**src/rtl/pc_stack.sv**
```systemverilog
// LITE-16 program counter with relative/absolute branches, fetch stall
// and a hardware call/return stack with sticky overflow/underflow flags.
module pc_stack #(
    parameter int               WIDTH        = 16,
    parameter int               STACK_DEPTH  = 4,
    parameter logic [WIDTH-1:0] RESET_VECTOR = '0,
    localparam int              SPW          = $clog2(STACK_DEPTH + 1)
) (
    input  logic             clk,
    input  logic             rst,
    input  logic             stall,
    input  logic             jmp,
    input  logic             cmp,
    input  logic             jmp_abs,
    input  logic             call,
    input  logic             ret,
    input  logic [WIDTH-1:0] target,
    output logic [WIDTH-1:0] pc_out,
    output logic [WIDTH-1:0] pc_next,
    output logic [SPW-1:0]   sp,
    output logic             stack_ovf,
    output logic             stack_unf
);

    localparam int             AW      = (STACK_DEPTH > 1) ? $clog2(STACK_DEPTH) : 1;
    localparam logic [SPW-1:0] DEPTH_V = SPW'(STACK_DEPTH);

    logic [WIDTH-1:0] r_pc;
    logic [SPW-1:0]   r_sp;
    logic             r_ovf;
    logic             r_unf;
    logic [WIDTH-1:0] r_stack [2**AW];

    logic [WIDTH-1:0] w_inc;
    logic [WIDTH-1:0] w_dest;
    logic [WIDTH-1:0] w_top;
    logic [WIDTH-1:0] w_next;
    logic [AW-1:0]    w_push_idx;
    logic [AW-1:0]    w_top_idx;
    logic             w_empty;
    logic             w_full;
    logic             w_push;
    logic             w_pop;
    logic             w_ovf_set;
    logic             w_unf_set;

    assign w_inc      = r_pc + 1'b1;
    assign w_dest     = jmp_abs ? target : r_pc + target;
    assign w_empty    = (r_sp == '0);
    assign w_full     = (r_sp == DEPTH_V);
    assign w_push_idx = AW'(r_sp);
    assign w_top_idx  = AW'(r_sp - 1'b1);
    assign w_top      = r_stack[w_top_idx];

    // Priority: rst > stall > ret > call > taken branch > increment
    always_comb begin
        w_next    = w_inc;
        w_push    = 1'b0;
        w_pop     = 1'b0;
        w_ovf_set = 1'b0;
        w_unf_set = 1'b0;
        if (rst) begin
            w_next = RESET_VECTOR;
        end else if (stall) begin
            w_next = r_pc;
        end else if (ret) begin
            if (w_empty) begin
                w_unf_set = 1'b1;
            end else begin
                w_pop  = 1'b1;
                w_next = w_top;
            end
        end else if (call) begin
            w_next = w_dest;
            if (w_full) begin
                w_ovf_set = 1'b1;
            end else begin
                w_push = 1'b1;
            end
        end else if (jmp && cmp) begin
            w_next = w_dest;
        end
    end

    always_ff @(posedge clk) begin
        if (rst) begin
            r_pc  <= RESET_VECTOR;
            r_sp  <= '0;
            r_ovf <= 1'b0;
            r_unf <= 1'b0;
        end else begin
            r_pc  <= w_next;
            r_ovf <= r_ovf | w_ovf_set;
            r_unf <= r_unf | w_unf_set;
            if (w_push) begin
                r_sp <= r_sp + 1'b1;
            end else if (w_pop) begin
                r_sp <= r_sp - 1'b1;
            end
        end
    end

    // Contents need no reset; only entries below sp are ever read
    always_ff @(posedge clk) begin
        if (!rst && w_push) begin
            r_stack[w_push_idx] <= w_inc;
        end
    end

    assign pc_out    = r_pc;
    assign pc_next   = w_next;
    assign sp        = r_sp;
    assign stack_ovf = r_ovf;
    assign stack_unf = r_unf;

endmodule

```
**config.mk**
```make
export PLATFORM = sky130hd
export DESIGN_NAME = pc_stack
export DESIGN_NICKNAME = d
export VERILOG_FILES = /design/src/rtl/pc_stack.sv
export SDC_FILE = /design/constraint.sdc
export NUM_CORES = 1
export LEC_CHECK = 0
export CAP_MARGIN = 5
export CORE_MARGIN = 3
export CORE_UTILIZATION = 40
export CTS_CLUSTER_SIZE = 16
export DETAILED_ROUTE_END_ITERATION = 10
export GPL_ROUTABILITY_DRIVEN = 0
export GPL_TIMING_DRIVEN = 1
export PLACE_DENSITY_LB_ADDON = 0.12
export SLEW_MARGIN = 25
export SYNTH_ARGS = -nofsm -noshare
export SYNTH_HDL_FRONTEND = slang
export SYNTH_SLANG_ARGS = --single-unit
```
**constraint.sdc**
```tcl
create_clock -name clk -period 8.63 [get_ports clk]
set_input_delay 1.2945 -clock clk [delete_from_list [all_inputs] [get_ports clk]]
set_output_delay 1.2945 -clock clk [all_outputs]
set_load 0.03 [all_outputs]
```
== Yosys cells after proc, flatten, opt, wreduce, memory -nomap -nowiden ==
Memory sizes are Yosys's and may differ from the RTL's.
Cells that the tools add are included.

* Reduce and logical (&&, ||, !) cells: 5
* Add/subtract/negate cells: 4
* Muxes and demuxes: 29
* Eq/ne operators: 1
* Bitwise operators: 2

{| class="wikitable"
|+ Operators with widths
! kind !! number
|-
| $mux 16 || 7
|-
| $mux 1 || 20
|-
| $add 16x1->16 const B || 1
|-
| $add 16x16->16 || 1
|-
| $mux 3 || 2
|-
| $add 3x1->3 const B || 1
|-
| $eq 3x3->1 const B || 1
|-
| $logic_not 3->1 || 1
|-
| $sub 3x1->3 const B || 1
|-
| $logic_and 1x1->1 || 2
|-
| $or 1x1->1 || 2
|-
| $reduce_bool 2->1 || 1
|-
| $logic_not 1->1 || 1
|}

* Output and inout port bits: 37
* Bits in writable memories: 64
* Input bits: 24
* Memories kept: 1
* Logic and storage cells: 46
* Register bits after elaboration: 21

{| class="wikitable"
|+ Memory list
! memory !! words !! width !! rd ports !! clocked after Yosys merged registers in !! write ports !! line !! source
|-
| r_stack || 4 || 16 || 1 || 0 || 1 || 32 || <nowiki>logic [WIDTH-1:0] r_stack [2**AW];</nowiki>
|}

== Logic depth before layout (Yosys ltp) ==
* Word-level depth: 9
* Depth in mapped cells: 11
* Gate-level depth less buffers: 9

== Worst setup path after synthesis ==
Ideal clock, no wire load.

* Path type: input -> output
* Start: input target[0]
* End: output pc_next[8]
* Cell stages on the path: 9
* Arrival time: 3525 ps
* Path slack: 3810 ps
* Buffers on the path: 0
* Data required time: 7335 ps
* Path through: ha_1 inv_1 fa_1 nor2b_1 o31a_1 o211ai_1 and3b_1 o311a_1 o21ai_0

* Cells in the longest elaborated chain, start to end: 7

{| class="wikitable"
|+ RTL lines
! element !! line !! source
|-
| start: declaration || 17 || <nowiki>input logic [WIDTH-1:0] target,</nowiki>
|-
| $add 16x16->16 * || 48 || <nowiki>assign w_dest = jmp_abs ? target : r_pc + target;</nowiki>
|-
| $mux 16 * || 48 ||
|-
| $mux 16 || 80 || <nowiki>end else if (jmp && cmp) begin</nowiki>
|-
| $mux 16 * || 73 || <nowiki>end else if (call) begin</nowiki>
|-
| $mux 16 * || 66 || <nowiki>end else if (ret) begin</nowiki>
|-
| $mux 16 * || 64 || <nowiki>end else if (stall) begin</nowiki>
|-
| $mux 16 * || 62 || <nowiki>if (rst) begin</nowiki>
|-
| end: declaration || 19 || <nowiki>output logic [WIDTH-1:0] pc_next,</nowiki>
|}

Mark *: on every way between the ends. The rest lies on a longest branch, timed or not.

== Worst setup path in the final report ==
* Start: input target[0]
* End: output pc_next[4]

Same word-level chain as after synthesis.

==> run metrics <==
outcome=completed; DRT iter0 DRCs=364; final non-filler cell total=688; Peak VDD IR=86.66 µV; clk root buf=clkbuf_16; Post-synth ARST share=0%; drt wl/cell=20.33 µm; Ant. Diodes=0; Max clock buf depth=2; Worst Hold Depth=2; R2R setup slack=5480 ps; initial core utilization=41.48%; PnR Total Power=1.163 mW; Synthesized Nets=509; Hold Crit Class=register to register; slowest stage delay, CP=710 ps; Arr. time, crit path=4590 ps; num rows=40; placed instance area=0.005814 mm²; post-CTS resize count=0; final non-filler cell area=0.006113 mm²; Slew @ Worst Pin=1045 ps; Post-DP HPWL=10.01 mm; CTS tree=yes; mapped cell area=0.005065 mm²; total grt overflow=0; Post-CTS Setup Bufs=0; initial antenna violation count=0; post-synth cell types=70; clk slew on worst S/H paths=60 ps; r2r worst-path depth=7; syn avg cell area=10.94 µm²; global-route wire length before repair=21.62 mm; endpoint class of the critical path=output pin; crit path launch=target[0]; power per cell area=190.3 mW/mm²; DIE AREA=0.01405 mm²; io pins=61; chip width=118.5 µm; CP max-delay cell=clkdlybuf4s50_1; crit path to=pc_next[4]; Fin. Hold Viols=0; most frequent cells in the layout=64 x edfxtp_1, 60 x clkdlybuf4s50_1, 42 x nand2_1; core area=0.01221 mm²; drt pass-1 iters=5; slew margin rel.=30.18%; hold_buf cts=0; buffers added on ports=60; leading cell type in the layout, fill and taps excluded=edfxtp_1; Synth Flop Type=edfxtp_1; number of max-cap violations=0; Routed Antenna Nets=0; routed vias=4032; Final Setup Violations=0; Clock Latency Late Sink=340 ps; fraction of layout cells with a size suffix above 1=9.808%; beginning of the worst hold path=stack_ovf$_SDFF_PP0_; Vias/cell=5.860; Static Leak=2.181 nW; placed cell count=672; Residual DRC=0; Sink Count=85; vias in the first global route=3853; CP Cell Sequence=clkdlybuf4s50_1, ha_1, inv_1, fa_1, nor2b_1, o21a_1, nor3_1, o311ai_0, a221oi_1, nor3_1, clkdlybuf4s50_1; top cells by area, synth=edfxtp_1 38%, dfxtp_1 8.3%, mux4_2 7.1%, ha_1 5.2%, nand2_1 3.1%; critical path class=primary input to output pin; CP Max Fanout=3; fin crit period=5882 ps; top cell type's share of synthesized area=37.94%; crit share post-route=68.16%; CP required=7340 ps; fin nets=561; Area Growth Syn to Fin=20.70%; Post-synth EDFFs=64; CTS H-tree lvls=3; Reg-to-Reg Start=sp[0]$_SDFFE_PP0P_; overall routing resource usage=19.83%; RSZ-0062 raised after global routing=false; Syn Inst Count=463; pin count of the biggest net entering global routing=25; synth warn=0; DIE HEIGHT=118.5 µm; #FFs+latches synth=85; Final TNS setup=0 ps; post-synth top area cell=edfxtp_1; clock skew=7.325 ps; sequential share of the synthesized area=46.25%; crit path launch type=primary input; final max-slew violation count=0; number of clock buffers inserted by TritonCTS=9; final wirelength=13.99 mm; upper clock frequency limit=0.1700 GHz; endpoint of the worst-slack reg-to-reg timing path=pc_out[0]$_SDFF_PP0_
-- layer usage --
layer  track usage [%]  part of all wire, %
met5                 0                    0
met4             6.662                  1.6
met3             3.589                  4.5
met2             30.69                   47
met1             28.16                   47
-- sequential cells by signal (all words and copies together), names as in the netlist --
name       flops
pc_out        16
r_stack       64
sp             3
stack_ovf      1
stack_unf      1
-- final cells by class --
type,instances,area [µm²]
Clock buffer,9,225.2
Clock inverter,7,73.82
Fill cell,1128,6098
Inverter,13,48.80
Multi-Input combinational cell,340,2567
Sequential cell,85,2342
Tap cell,168,210.2
Timing Repair Buffer,66,645.6
-- per-stage QoR --
stage | setup WS [ps] | util [%] | hold slack, ps
after floorplan | 3810 | - | 602.8
after global placement | 2802 | 47.61 | 454.7
after detailed placement | 2812 | 47.61 | 464.1
after CTS | 2697 | 50.06 | 486.3
after global routing | 2513 | 50.06 | 513.1
final | 2748 | 50.06 | 486.3
-- Yosys cell counts, types with 6 or more instances --
master    count
nand3_1      12
nor2b_1       8
inv_1        12
xor2_1        9
clkbuf_1     16
nor2_1       32
mux4_2       16
ha_1         21
o21ai_0      25
dfxtp_1      21
xnor2_1      12
buf_2         6
a21oi_1      17
a21o_1        6
and2_1        7
edfxtp_1     64
nand2_1      42
nor3_1       14
a211oi_1      9
-- worst max-delay path: cells and delay by family --
| family | cells | cell delay [ps] |
|---|---|---|
| compound gates | 3 | 970 |
| buf+inv | 3 | 1250 |
| fa+ha+maj | 2 | 560 |
| simple gates | 3 | 510 |
-- cells by family after synthesis --
| family | Yosys count | share of synthesized area (%) |
|---|---|---|
| AND/OR/NAND/NOR | 150 | 15.34 |
| AO/OA/AOI/OAI | 126 | 17.94 |
| flip-flops | 85 | 46.24 |
| buffers and inverters | 38 | 3.113 |
| adder cells (fa/ha/maj) | 22 | 5.583 |
| XOR/XNOR | 21 | 3.631 |
| multiplexers | 21 | 8.152 |
-- power breakdown --
| part | internal, mW | switching (mW) |
|---|---|---|
| Combinational | 0.120 | 0.176 |
| Sequential | 0.457 | 0.0219 |
| Clock | 0.225 | 0.164 |
| Total | 0.802 | 0.362 |
-- worst min-delay path by stage --
| stage | to | slack [ps] |
|---|---|---|
| 6_report | stack_ovf$_SDFF_PP0_ | 490 |
| 5_1_grt | stack_unf$_SDFF_PP0_ | 510 |
| 4_1_cts | stack_ovf$_SDFF_PP0_ | 490 |
| 3_5_place_dp | stack_unf$_SDFF_PP0_ | 460 |
| 3_3_place_gp | stack_ovf$_SDFF_PP0_ | 450 |
| 2_1_floorplan | stack_unf$_SDFF_PP0_ | 600 |
Power figures use the tool's default switching activity.
